**src/rtl/wavelet_frame_ctrl.sv**
```systemverilog
// Frame sequencer for a db_wavelet instance: clears the filter, streams one
// frame of samples into it, appends a zero tail, drains the remaining
// outputs and forwards every captured |coefficient| as an envelogram sample.
module wavelet_frame_ctrl #(
    parameter int N_LEVEL   = 3,
    parameter int LEN_W     = 16,
    parameter int CLR_CYC   = 2,
    parameter int FLUSH_LEN = 64,
    parameter int DRAIN_LEN = 16
) (
    input  logic             clk,
    input  logic             rst,
    input  logic             start,
    input  logic [LEN_W-1:0] frame_len,
    input  logic             in_valid,
    input  logic [31:0]      in_data,
    output logic             in_ready,
    output logic [31:0]      wv_data,
    output logic             wv_rst,
    input  logic [31:0]      wv_abs,
    input  logic             wv_we,
    output logic             out_valid,
    output logic [31:0]      out_data,
    output logic [LEN_W-1:0] out_count,
    output logic             busy,
    output logic             done,
    output logic             err
);

    // The decomposition depth only configures the wavelet itself; a
    // non-positive value is meaningless for the attached filter.
    if (N_LEVEL < 1) begin : g_n_level_invalid
    end

    typedef enum logic [2:0] {
        S_IDLE,
        S_CLEAR,
        S_STREAM,
        S_FLUSH,
        S_DRAIN,
        S_DONE
    } state_t;

    state_t             state;
    state_t             next_state;
    logic [31:0]        phase_cnt;   // cycles spent in the current timed state
    logic [LEN_W-1:0]   remain;      // samples still expected in STREAM
    logic               accept;      // start taken in IDLE
    logic               capture;     // wavelet output to forward next cycle
    logic               err_next;

    // Next-state decode plus the single-cycle event flags.
    always_comb begin
        // NOTE: every variable gets a default before the case so no path
        // leaves it unassigned, which would otherwise infer a latch.
        next_state = state;
        accept     = 1'b0;
        err_next   = 1'b0;
        capture    = 1'b0;
        unique case (state)
            S_IDLE: begin
                if (start) begin
                    if (frame_len != '0) begin
                        accept     = 1'b1;
                        next_state = S_CLEAR;
                    end else begin
                        err_next = 1'b1;
                    end
                end
            end
            S_CLEAR: begin
                if (phase_cnt == 32'(CLR_CYC - 1)) next_state = S_STREAM;
            end
            S_STREAM: begin
                capture = wv_we;
                if (!in_valid) begin
                    err_next   = 1'b1;
                    next_state = S_IDLE;
                end else if (remain == LEN_W'(1)) begin
                    next_state = S_FLUSH;
                end
            end
            S_FLUSH: begin
                capture = wv_we;
                if (phase_cnt == 32'(FLUSH_LEN - 1)) next_state = S_DRAIN;
            end
            S_DRAIN: begin
                capture = wv_we;
                if (phase_cnt == 32'(DRAIN_LEN - 1)) next_state = S_DONE;
            end
            S_DONE: begin
                next_state = S_IDLE;
            end
            default: next_state = S_IDLE;
        endcase
    end

    // State, counters and registered datapath outputs.
    always_ff @(posedge clk) begin
        // NOTE: non-blocking assignments here so every register samples the
        // pre-edge values, independent of statement order.
        if (rst) begin
            state     <= S_IDLE;
            phase_cnt <= '0;
            remain    <= '0;
            wv_data   <= '0;
            out_valid <= 1'b0;
            out_data  <= '0;
            out_count <= '0;
            err       <= 1'b0;
        end else begin
            state     <= next_state;
            phase_cnt <= (next_state != state) ? '0 : phase_cnt + 32'd1;
            err       <= err_next;
            out_valid <= capture;

            if (accept) begin
                remain <= frame_len;
            end else if (state == S_STREAM && in_valid) begin
                remain <= remain - LEN_W'(1);
            end

            // Only accepted source samples reach the filter; zeros otherwise.
            wv_data <= (state == S_STREAM && in_valid) ? in_data : '0;

            if (capture) out_data <= wv_abs;

            if (accept) begin
                out_count <= '0;
            end else if (capture && out_count != '1) begin
                out_count <= out_count + LEN_W'(1);
            end
        end
    end

    // Status outputs decoded directly from the state register.
    always_comb begin
        in_ready = (state == S_STREAM);
        busy     = (state != S_IDLE);
        done     = (state == S_DONE);
        wv_rst   = rst | (state == S_CLEAR);
    end

endmodule

```
**config.mk**
```make
export PLATFORM = sky130hd
export DESIGN_NAME = wavelet_frame_ctrl
export DESIGN_NICKNAME = d
export VERILOG_FILES = /design/src/rtl/wavelet_frame_ctrl.sv
export SDC_FILE = /design/constraint.sdc
export NUM_CORES = 1
export LEC_CHECK = 0
export CAP_MARGIN = 0
export CORE_ASPECT_RATIO = 1.5
export CORE_MARGIN = 4
export CORE_UTILIZATION = 40
export CTS_CLUSTER_DIAMETER = 40
export DETAILED_ROUTE_END_ITERATION = 7
export PLACE_DENSITY = 0.71
export SETUP_SLACK_MARGIN = 0.5
export SLEW_MARGIN = 20
export SYNTH_ARGS = -nofsm -noshare
export SYNTH_HDL_FRONTEND = slang
export SYNTH_SLANG_ARGS = --single-unit
```
**constraint.sdc**
```tcl
create_clock -name clk -period 6.05 [get_ports clk]
set_clock_uncertainty 0.2 [all_clocks]
set_input_delay 0.605 -clock clk [delete_from_list [all_inputs] [get_ports clk]]
set_output_delay 0.605 -clock clk [all_outputs]
set_load 0.05 [all_outputs]
```
==> results of run 1 <==
[critical path, delay by kind of cell]
family | cells | cell delay (ns)
AO/OA/AOI/OAI | 1 | 0.30
AND/OR/NAND/NOR | 5 | 1.84
buffers and inverters | 1 | 0.44
[through the flow]
stage / utilization (%) / cell area, um2 / total power [mW] / setup WS, ns
CTS: 59.4 / 7730 / 2.17 / 2.90
detailed placement: 54.7 / 7130 / 1.12 / 2.48
global route: 59.4 / 7730 / 2.23 / 2.76
global placement: 54.7 / 7130 / 1.12 / 2.54
finish: 59.4 / 7730 / 2.14 / 2.99
floorplan: - / 5330 / 1.03 / 3.19
[cell families after synthesis]
kind of cell | after synthesis
AO/OA/AOI/OAI | 86
multiplexers | 1
XOR/XNOR | 43
flip-flops | 133
AND/OR/NAND/NOR | 312
buffers and inverters | 37
adder cells (fa/ha/maj) | 5
[cells in the mapped netlist (3+ instances only)]
cell,number,area [um2]
sky130_fd_sc_hd__dfxtp_1,133,2660
sky130_fd_sc_hd__nand2_1,94,353
sky130_fd_sc_hd__nor2_1,83,312
sky130_fd_sc_hd__a21oi_1,54,270
sky130_fd_sc_hd__and2_1,34,213
sky130_fd_sc_hd__nand3_1,29,145
sky130_fd_sc_hd__xor2_1,23,201
sky130_fd_sc_hd__clkbuf_1,21,78.8
sky130_fd_sc_hd__xnor2_1,20,175
sky130_fd_sc_hd__nor4_1,13,81.3
sky130_fd_sc_hd__and3_1,11,68.8
sky130_fd_sc_hd__nor3_1,11,55.1
sky130_fd_sc_hd__nand4_1,10,62.6
sky130_fd_sc_hd__inv_1,8,30.0
sky130_fd_sc_hd__and4_1,5,43.8
sky130_fd_sc_hd__ha_1,5,62.6
sky130_fd_sc_hd__or3_1,5,31.3
sky130_fd_sc_hd__buf_2,4,20.0
sky130_fd_sc_hd__nand2b_1,4,25.0
sky130_fd_sc_hd__o211ai_1,4,30.0
sky130_fd_sc_hd__o21ai_0,4,20.0
sky130_fd_sc_hd__a211oi_1,3,22.5
sky130_fd_sc_hd__a221oi_1,3,26.3
sky130_fd_sc_hd__a31oi_1,3,18.8
sky130_fd_sc_hd__buf_6,3,33.8
sky130_fd_sc_hd__nor3b_1,3,22.5
sky130_fd_sc_hd__o311ai_0,3,26.3
[layer usage]
layer,routed length [um],share of wire [%],vias up
li1,-,-,2431
met1,5200,38,2264
met2,6950,51,174
met3,1200,8.8,23
met4,367,2.7,0
met5,0,0,-
[worst paths after layout]
kind / slack (ns) / to
max reg2reg: 3.19 / phase_cnt[13]
min: 0.25 / out_data[0]
max: 2.99 / phase_cnt[13]
min reg2reg: 0.25 / out_data[0]
[sequential cells by signal, summed over array words and instances (netlist names)]
register and count:
phase_cnt 32, err 1, wv_data 32, out_data 32, state 3, out_valid 1
out_count 16, remain 16
[final cells by class]
cell class / instances / area [um2]
timing repair buffer: 175 / 1730
clock buffer: 18 / 429
fill: 1133 / 5290
tap: 159 / 199
clock inverter: 14 / 175
inverter: 8 / 30.0
sequential: 133 / 2660
multi-input combinational: 447 / 2500
[power by group]
group	total [mW]	internal [mW]	leakage (nW)	switching (mW)
sequential	0.910	0.894	1.07	0.0161
clock	1.04	0.652	0.288	0.385
combinational	0.192	0.0902	1.34	0.101
==> reports/summary.md, run 1 <==
The flow ran to the end, and the final reports show no timing, DRC or antenna violations. Global routing consumed, on the met1 layer, 19.1% of the routing resources. The total of endpoints with negative setup slack in the final report is 0. Along the worst path, the maximum fanout reaches 32. The sum of routed wire length over all layers is 13700 um. Once layout is complete, the cells apart from fillers number 954.

The fraction of registers with async set/reset came out at 0%. TritonCTS built the clock tree. In the final layout, the share of cells above drive strength 1 is 5.79%. The core region is 0.0130 mm2. STA puts the critical path data required time at 6.18 ns. The tools report the reg-to-reg critical path startpoint as remain[10].

In this run the number of H-tree levels came out at 4. Once the floorplan was initialized, standard cells occupied 40.9% of the core. The tools report the number of placement rows as 51. The multiplexer area fraction after synthesis was 0.188%.

The floorplan step set the die height to 149 um. The run gives 39.6% as the relative max-transition margin. Most used routing layer: met2.

The instance count along the most critical hold path came out at 2. Of the total synthesized cell area, the portion taken by full adders, half adders and majority gates is 1.17%. Adding up every negative setup slack in the final design gives 0 ns.

Dividing the detail-routed wire length by the instance count gives 14.4 um. The fraction of the mapped netlist area in compound gates works out to 10.0%. The tools report the hold path startpoint as out_data[0].

Global routing finished with a remaining overflow of 0. The die covers 0.0153 mm2. The via count of the routed design was 4892. The library cells used most frequently in the layout, excluding fill and tap cells, are sky130_fd_sc_hd__clkdlybuf4s50_1 (169), sky130_fd_sc_hd__dfxtp_1 (133), sky130_fd_sc_hd__nand2_1 (94). The tools report the number of detailed-routing iterations run before antenna repair as 4. The worst hold path belongs to the class reg -> reg. The slowest stage of the critical path belongs to the cell sky130_fd_sc_hd__nor3_1.

The number of inserted diodes was 0; the clock-pin slew reported for the worst setup and hold paths after clock tree synthesis was 0.06 ns. The maximum number of pins on one net before global-route repair was 59. The number of antenna violations at the first check in global routing came out at 0. Data arrival at the endpoint of the critical path: 3.19 ns. For this design the top-level I/O count stands at 171. A synthesized cell averages 8.63 um2.

The floorplan die width was 102 um. After Yosys synthesis, XOR and XNOR cells account for 7.07% of the synthesized area. Largest stage delay on the critical path: 0.47 ns. The global-route track usage on met3 was 7.02%. Global routing consumed, on the met2 layer, 31.3% of the routing resources. Counting tap cells, the placed design contains a total of 922 instances.

From synthesis to final layout, the design area changed by 45.2%. After detailed routing, the number of remaining DRC violations is 0. The kind of capture point of the worst setup path is a flop.

In the synthesized netlist, the number of instances is 617. In the routed layout, each cell is associated on average with a via count of 5.13. The routed design could run at a clock period as short as 3.06 ns. The aggregate global-route resource usage was 18.1%; the cell count of the worst reg-to-reg path was 6.

For this run, the leading register cell type out of synthesis is sky130_fd_sc_hd__dfxtp_1. In this run, CTS created clock tree buffers numbering 17. The critical path goes through clkdlybuf4s50_1 > nor4_1 > nand4_1 > and3_1 > nor3_1 > a32oi_4 > nor2_1. The cell sitting at the root of the clock tree is a sky130_fd_sc_hd__clkbuf_16.

The maximum clock frequency came out at 0.326 GHz. The number of cells upsized or downsized after cts came out at 0. During placement, the flow inserted port buffers numbering 170. The logs give 0 for the total count of hold-check failures in the final report and 872 for the number of nets in the final layout. The synthesized netlist devotes 28.4% of its cell area to simple gates.

The tools report the first-pass GRT wire length as 22200 um. The tools report the total standard cell area after synthesis as 0.00533 mm2. The congestion estimate from routability-driven global placement came to 0.780.

The power per unit of standard cell area works out to 277 mW/mm2. Counting flops with a built-in enable in the synthesized netlist gives 0. In this run, synthesis produced a sequential element count of 133.

The count of nets left with antenna violations once routing finished came out at 0. For this run, the register share of the synthesized area comes to 50.0%. Setup repair after global routing left no endpoint under its margin.

Counting every sink on the clock net gives 133. The max-slew violation total from the final report came out at 0. In this run, post-CTS hold repair placed 0 buffers. The count of max-cap constraint violations came out at 0.

Post-CTS timing repair inserted 0 buffers for setup. Tracing the worst setup path back leads to its startpoint at frame_len[1]. The worst-skew pair later-pin latency was 0.42 ns; the measured slew at the worst slew-check pin was 0.906 ns. The run gives 202 uV as the worst-case vdd ir drop. By area, the combinational part of the netlist is dominated by simple AND/OR/NAND/NOR gates. The logs give 0.251 ns for the final-layout worst hold slack and 0 for the warning count from the yosys run.

The library cell used most frequently in the layout, excluding fill and tap cells, is sky130_fd_sc_hd__clkdlybuf4s50_1. After layout, the worst path uses 50.7% of the clock period. The worst setup path is launched from an input pin. The analysis attributes to cell leakage a power of 2.70 nW. The number of nets handed over by synthesis was 707. For the violation count after the first detailed-routing iteration, the log shows 232. The logs give 4875 for the number of global-route vias before repair and 10200 um for the sum of net half-perimeters after detailed placement. For the number of different library cells in the post-synthesis netlist, the log shows 48. The buffer depth of the longest clock path came out at 2. The setup path with the least slack is of type in -> reg.
No activity file was read; power rests on OpenSTA's default activity.
==> run 2, diff against run 1 <==
==> constraint.sdc (replaced) <==
create_clock -name clk -period 3.1 [get_ports clk]
set_clock_uncertainty 0.2 [all_clocks]
set_input_delay 0.31 -clock clk [delete_from_list [all_inputs] [get_ports clk]]
set_output_delay 0.31 -clock clk [all_outputs]
set_load 0.05 [all_outputs]
==> reports/summary.md, run 2 (synthesized netlist as in run 1, its figures left out) <==
The run gives 4787 as the number of global-route vias before repair. The critical path is of the reg -> out type. Routability-driven placement finished with a final weighted congestion of 0.802. The tools report the worst-case vdd ir drop as 306 uV. The startpoint type of the worst setup path is a flop. Counting instances, the worst hold path has a depth of 2.

The number of port buffers was 170. Leaving out fill and tap cells, the most frequent cells in the layout are sky130_fd_sc_hd__clkdlybuf4s50_1 (167), sky130_fd_sc_hd__dfxtp_1 (133), sky130_fd_sc_hd__nand2_1 (94). Total of endpoints with negative setup slack in the final report: 0. Compared with the post-synthesis result, the final layout area differs by 46.8%. The non-filler instance count after layout was 961; the cell count of the worst reg-to-reg path was 7. TritonCTS built the clock tree.

Entering global routing, the biggest net connects 43 pins. The power after layout is 4.13 mW, and the count of max-cap constraint violations is 0. Buffer depth of the longest clock path: 2. The worst hold path belongs to the class in -> reg. Share of layout cells above drive strength 1: 6.86%. The terminus of the critical flop-to-flop path is phase_cnt[21]. After filler insertion, the fill cell instance count of the layout stands at 1135.

The first detailed-routing pass ran for 5 iterations. The largest registers in the layout are out_data: 32 flops, phase_cnt: 32 flops, wv_data: 32 flops. On the worst path, the slowest cell contributes a delay of 0.82 ns.

For the worst-skew pair, the clock arrives at the later sink with an insertion delay of 0.41 ns. The number of nets still failing antenna checks after routing was 0; the leftover overflow at the end of global routing was 0. The first global-routing pass estimated 22100 um of wire.

TritonCTS created 17 clock buffers. The critical path buffer and inverter count was 2. The floorplan has 51 rows.

Setup repair after global routing could not meet its margin everywhere. Along the worst path, the maximum fanout reaches 11. The worst hold path begins at rst.

The power per unit of standard cell area was 529 mW/mm2. In the global route stage, overall resource usage came out at 18.0%. For the finished layout, the period the worst path requires is 2.62 ns.

The number of H-tree levels is 4. The root buffer cell chosen for the clock tree is sky130_fd_sc_hd__clkbuf_16. Floorplan die width: 102 um. The run gives 10200 um as the sum of net half-perimeters after detailed placement. Summed over all layers, the routed wires come to 13900 um. For the total count of hold-check failures in the final report, the log shows 0. The logs give 0.0153 mm2 for the full die area and 2.11 ns for the data arrival at the endpoint of the critical path.

For this design, the sink count on the clock tree is 133. The run gives 0.00716 mm2 as the cell area reported after detailed placement. The tools report the maximum clock frequency as 0.382 GHz.

The library cell used most frequently in the layout, excluding fill and tap cells, is sky130_fd_sc_hd__clkdlybuf4s50_1. The detail-routed via count per cell came out at 5.09. The final route contains 4888 vias. The placeable core region is 0.0130 mm2, and the residual DRC count is 0.

In the final routed layout, each cell accounts on average for 14.5 um. The violation count after the first detailed-routing iteration came out at 229. The reg-to-reg critical path startpoint is remain[10]. From bottom edge to top edge, the die measures 149 um. The finished cells cover 0.00782 mm2. At the end of the flow, the number of nets in the layout was 879. The logs give 0 for the max-slew violation total from the final report and 2.76 nW for the static power due to leakage. Clock-pin slew was measured on the worst setup and hold paths at 0.06 ns. The kind of capture point of the worst setup path is an output port.

The measured slew at the worst slew-check pin is 0.876 ns. Among all stages on the critical path, the largest delay is contributed by sky130_fd_sc_hd__clkdlybuf4s50_1. The post-route fraction of the period consumed by the critical path is 84.5%. For the worst path required time, the log shows 2.59 ns.

For hold timing, the worst endpoint is state[2]. The run finished with clean final reports. In this run the register-to-register setup slack is 0.71 ns. For the number of antenna violations at the first check in global routing, the log shows 0. For this design, the CTS-stage hold fixing added 0 buffers.

The kind of cell with the highest combined delay along the critical path is buffers and inverters. Once placement completed, the tool counted placed cells totaling 926. 0 antenna diodes ended up in the layout. The logs give 0.0620 ns for the final-layout worst hold slack and 40.9% for the initial cell density of the core. During I/O placement, the number of pins put on the boundary was 171.

In the final timing run, aggregate negative setup slack is 0 ns. Measured against its own limit, the worst slew margin works out to 41.3%. The signal on the critical path passes through nor3_1 > inv_1 > clkdlybuf4s50_1.
-- run 2: changes by cell type in the layout (fill, tap and decap cells not counted), moves of 2 or more --
cell / previous run / this run
sky130_fd_sc_hd__buf_12: 0 / 2
sky130_fd_sc_hd__buf_4: 5 / 9
sky130_fd_sc_hd__bufinv_16: 3 / 1
sky130_fd_sc_hd__clkdlybuf4s50_1: 169 / 167
sky130_fd_sc_hd__clkinv_2: 2 / 0
sky130_fd_sc_hd__clkinv_4: 2 / 4
-- run 2: layer usage --
metal | vias to the layer above | part of all wire [%] | track usage, %
met5 | - | 0 | 0
met4 | 0 | 2.1 | 7.55
met3 | 25 | 7.8 | 5.57
met2 | 181 | 52 | 31.3
met1 | 2232 | 38 | 19.9
li1 | 2450 | - | -
-- run 2: worst reg2reg max path, cell delays in order (launching register included) --
cell	delay, ns
sky130_fd_sc_hd__dfxtp_1	0.36
sky130_fd_sc_hd__or4_4	0.58
sky130_fd_sc_hd__or3_1	0.36
sky130_fd_sc_hd__nor3_2	0.19
sky130_fd_sc_hd__nor3_2	0.12
sky130_fd_sc_hd__a32oi_4	0.24
sky130_fd_sc_hd__buf_12	0.18
sky130_fd_sc_hd__nor2_1	0.06
-- run 2: metrics by stage --
step | utilization (%) | setup WS, ns
floorplan | - | 0.761
global placement | 55.0 | 0.321
detailed placement | 55.0 | 0.214
CTS | 59.5 | 0.290
global route | 60.1 | 0.395
finish | 60.1 | 0.479
-- run 2: power by group --
part | leakage (nW) | internal (mW) | total [mW] | switching, mW
combinational | 1.40 | 0.199 | 0.412 | 0.213
clock | 0.276 | 1.15 | 1.95 | 0.799
sequential | 1.07 | 1.74 | 1.78 | 0.0330
total | 2.75 | 3.09 | 4.13 | 1.05
-- run 2: what timing repair did --
action	CTS	global route
gates cloned	0	1
gates resized for setup	1	4
buffers inserted	0	2
setup endpoints to repair	33	33
pin swaps	1	2
-- run 2: how the worst max path moves through the flow --
stage | startpoint | end | slack (ns) | depth (start not counted)
after floorplan | out_count[6] | out_count[15] | 0.76 | 6
after global placement | in_valid | phase_cnt[22] | 0.32 | 7
after detailed placement | in_valid | phase_cnt[21] | 0.21 | 7
after CTS | remain[10] | phase_cnt[7] | 0.29 | 6
after global routing | state[0] | busy | 0.40 | 3
final | state[0] | busy | 0.48 | 3
-- run 2: cell type report --
class	instances	area, um2	share of cell area (%)
inverter	8	30.0	0.384
clock buffer	18	439	5.62
tap	159	199	2.54
clock inverter	14	143	1.82
sequential	133	2660	34.1
timing repair buffer	181	1810	23.1
multi-input combinational	448	2540	32.5
==> run 3, diff against run 2 <==
==> constraint.sdc (replaced) <==
create_clock -name clk -period 2.6 [get_ports clk]
set_clock_uncertainty 0.2 [all_clocks]
set_input_delay 0.26 -clock clk [delete_from_list [all_inputs] [get_ports clk]]
set_output_delay 0.26 -clock clk [all_outputs]
set_load 0.05 [all_outputs]
==> reports/summary.md, run 3 (synthesized netlist as in run 1, its figures left out) <==
The flow ran to the end, and the final reports show no timing, DRC or antenna violations. The total count of hold-check failures in the final report came out at 0. Critical-path cell with the highest stage delay: sky130_fd_sc_hd__or4_4. The tools report the violation count after the first detailed-routing iteration as 151. The die is 149 um tall.

Headroom to the max-slew limit came out at 45.7%. Once the floorplan was initialized, standard cells occupied 40.9% of the core. Power spread over the standard cell area amounts to 616 mW/mm2. Leaving out fill and tap cells, the most frequent cell in the layout is sky130_fd_sc_hd__clkdlybuf4s50_1. STA puts the critical path data required time at 2.69 ns. From synthesis to final layout, the design area changed by 56.8%. For this run, the total global-route usage over all layers was measured as 19.7%.

The first TritonRoute pass finished after 5 iterations. For the pin with the worst max-slew slack, the measured transition is 0.809 ns. The run gives 10300 um as the sum of net half-perimeters after detailed placement.

The top cell types in the final layout, fill and taps aside, are sky130_fd_sc_hd__clkdlybuf4s50_1 (156), sky130_fd_sc_hd__dfxtp_1 (118), sky130_fd_sc_hd__nand2_1 (93). The first-pass GRT wire length was 24000 um. The kind of capture point of the worst setup path was a flop. The repair_antennas step left the layout with diodes totalling 0. The run gives 2 as the buffer depth of the longest clock path.

The detail-routed via count per cell came out at 5.17. In the final layout, the share of cells above drive strength 1 is 16.9%. The power after layout came out at 5.14 mW. The max-slew violation total from the final report came out at 0.

The master cell of the clock root buffer is sky130_fd_sc_hd__clkbuf_16. The clock drives 133 sinks. The floorplan step defined a die boundary enclosing 0.0153 mm2. The number of port buffers is 170.

The critical path goes through or4_4 > or3_4 > nor3_4 > nor3_4 > a32oi_4 > buf_4 > buf_12 > nor2_1. The die is 102 um wide. At the end of the flow, the number of nets in the layout was 910. Setup violations remaining at the end of the flow were counted as 0. Across all setup checks in the final design, the least slack found is 0.271 ns. After detailed routing, the total wire length is 15200 um. Setup repair after global routing could not meet its margin everywhere. The average detailed-routed wire length per instance was 15.3 um. The number of global-route vias before repair came out at 5122. The tool flagged a number of max-cap violations equal to 0. Global routing finished with a remaining overflow of 0. Number of H-tree levels: 4. Derived from the worst setup path, the maximum achievable clock frequency is 0.429 GHz.

Worst-case vdd ir drop: 525 uV. Data on the critical path arrives at its endpoint at 2.42 ns. Of all nets on the critical path, the largest fanout is 8. Hold repair after CTS inserted 0 buffers. For this block, the via count after detailed routing is 5125. In the final layout, the registers with the most flip-flops are out_data: 32 flops, phase_cnt: 32 flops, wv_data: 32 flops. The most numerous cell type found on the critical path is sky130_fd_sc_hd__nor3_4. The TritonCTS buffer count is 17, and the residual DRC count is 0. 171 I/O pins were placed. The static power due to leakage came out at 3.03 nW.

At the end of routability-driven placement, the weighted congestion stood at 0.880. The clock-pin slew reported for the worst setup and hold paths after clock tree synthesis was 0.06 ns. The initialized floorplan defines 51 standard-cell rows. For the number of antenna violations at the first check in global routing, the log shows 0. Timing analysis after detailed placement gives a worst setup slack of -0.172 ns. The post-route fraction of the period consumed by the critical path came out at 89.6%. TritonCTS built the clock tree. The run gives 0.41 ns as the worst-skew pair later-pin latency.

The kind of path behind the tightest hold check was in -> reg. The maximum number of pins on one net before global-route repair was 44. The largest stage delay on the critical path came out at 0.53 ns. Startpoint type of the worst setup path: a flop. The count of nets left with antenna violations once routing finished came out at 0.

The critical path in this run is classified as reg -> reg. The placeable core region was 0.0130 mm2. The shortest period the worst path allows came out at 2.33 ns.
-- run 3: changes by cell type in the layout (fill, tap and decap cells not counted), moves of 4 or more --
cell / delta
sky130_fd_sc_hd__nor4_1: -4
sky130_fd_sc_hd__dfxtp_2: +13
sky130_fd_sc_hd__nor2_1: -17
sky130_fd_sc_hd__dlygate4sd2_1: +5
sky130_fd_sc_hd__dfxtp_1: -15
sky130_fd_sc_hd__nor2_2: +12
sky130_fd_sc_hd__nor2_4: +5
sky130_fd_sc_hd__buf_6: +7
sky130_fd_sc_hd__clkdlybuf4s50_1: -11
sky130_fd_sc_hd__buf_4: +24
-- run 3: critical path, delay by kind of cell (launching register included) --
kind            cells  cell delay [ns]
compound gates      1             0.22
buf+inv             2             0.27
flops               1             0.32
simple gates        5             1.21
-- run 3: area by class of cell --
| type | count | area, um2 |
|---|---|---|
| tap | 159 | 199 |
| fill | 1090 | 4660 |
| inverter | 8 | 30.0 |
| sequential | 133 | 2690 |
| clock inverter | 15 | 180 |
| clock buffer | 17 | 425 |
| multi-input combinational | 448 | 2770 |
| timing repair buffer | 212 | 2060 |
-- run 3: power by group --
| part | internal, mW | leakage [nW] | switching (mW) |
|---|---|---|---|
| clock network | 1.51 | 0.290 | 0.925 |
| registers | 2.08 | 1.08 | 0.0421 |
| logic | 0.289 | 1.66 | 0.297 |
| total | 3.88 | 3.03 | 1.26 |
-- run 3: repair_timing --
item / CTS / global route
gates cloned: 2 / 0
buffers inserted: 10 / 7
setup endpoints to repair: 89 / 66
resized for setup: 37 / 52
pin swaps: 4 / 16
hold endpoints to repair: 0 / 0
-- run 3: path summary, 6_finish.rpt --
check / slack (ns) / from / endpoint / cells past startpoint
setup / recovery: 0.27 / remain[13] / phase_cnt[30] / 8
hold / removal: 0.03 / rst / remain[1] / 2
setup reg to reg: 0.27 / remain[13] / phase_cnt[30] / 8
hold reg to reg: 0.25 / out_data[31] / out_data[31] / 2
-- run 3: per-stage QoR --
stage	hold WS (ns)	TNS, ns	cell area [um2]	utilization, %	cells
after floorplan	0.182	0	5380	-	617
after global placement	0.242	-0.787	7320	56.2	941
after detailed placement	0.246	-4.27	7320	56.2	941
after CTS	0.00808	0	8130	62.4	985
after global routing	0.0347	0	8350	64.2	992
final	0.0292	0	8350	64.2	992
-- run 3: per-layer routing --
layer / wire length (um) / track usage, % / vias to the layer above
met2: 8100 / 34.8 / 187
met4: 349 / 7.35 / 0
met3: 1060 / 6.69 / 30
li1: - / - / 2513
met1: 5650 / 21.3 / 2395
met5: 0 / 0 / -
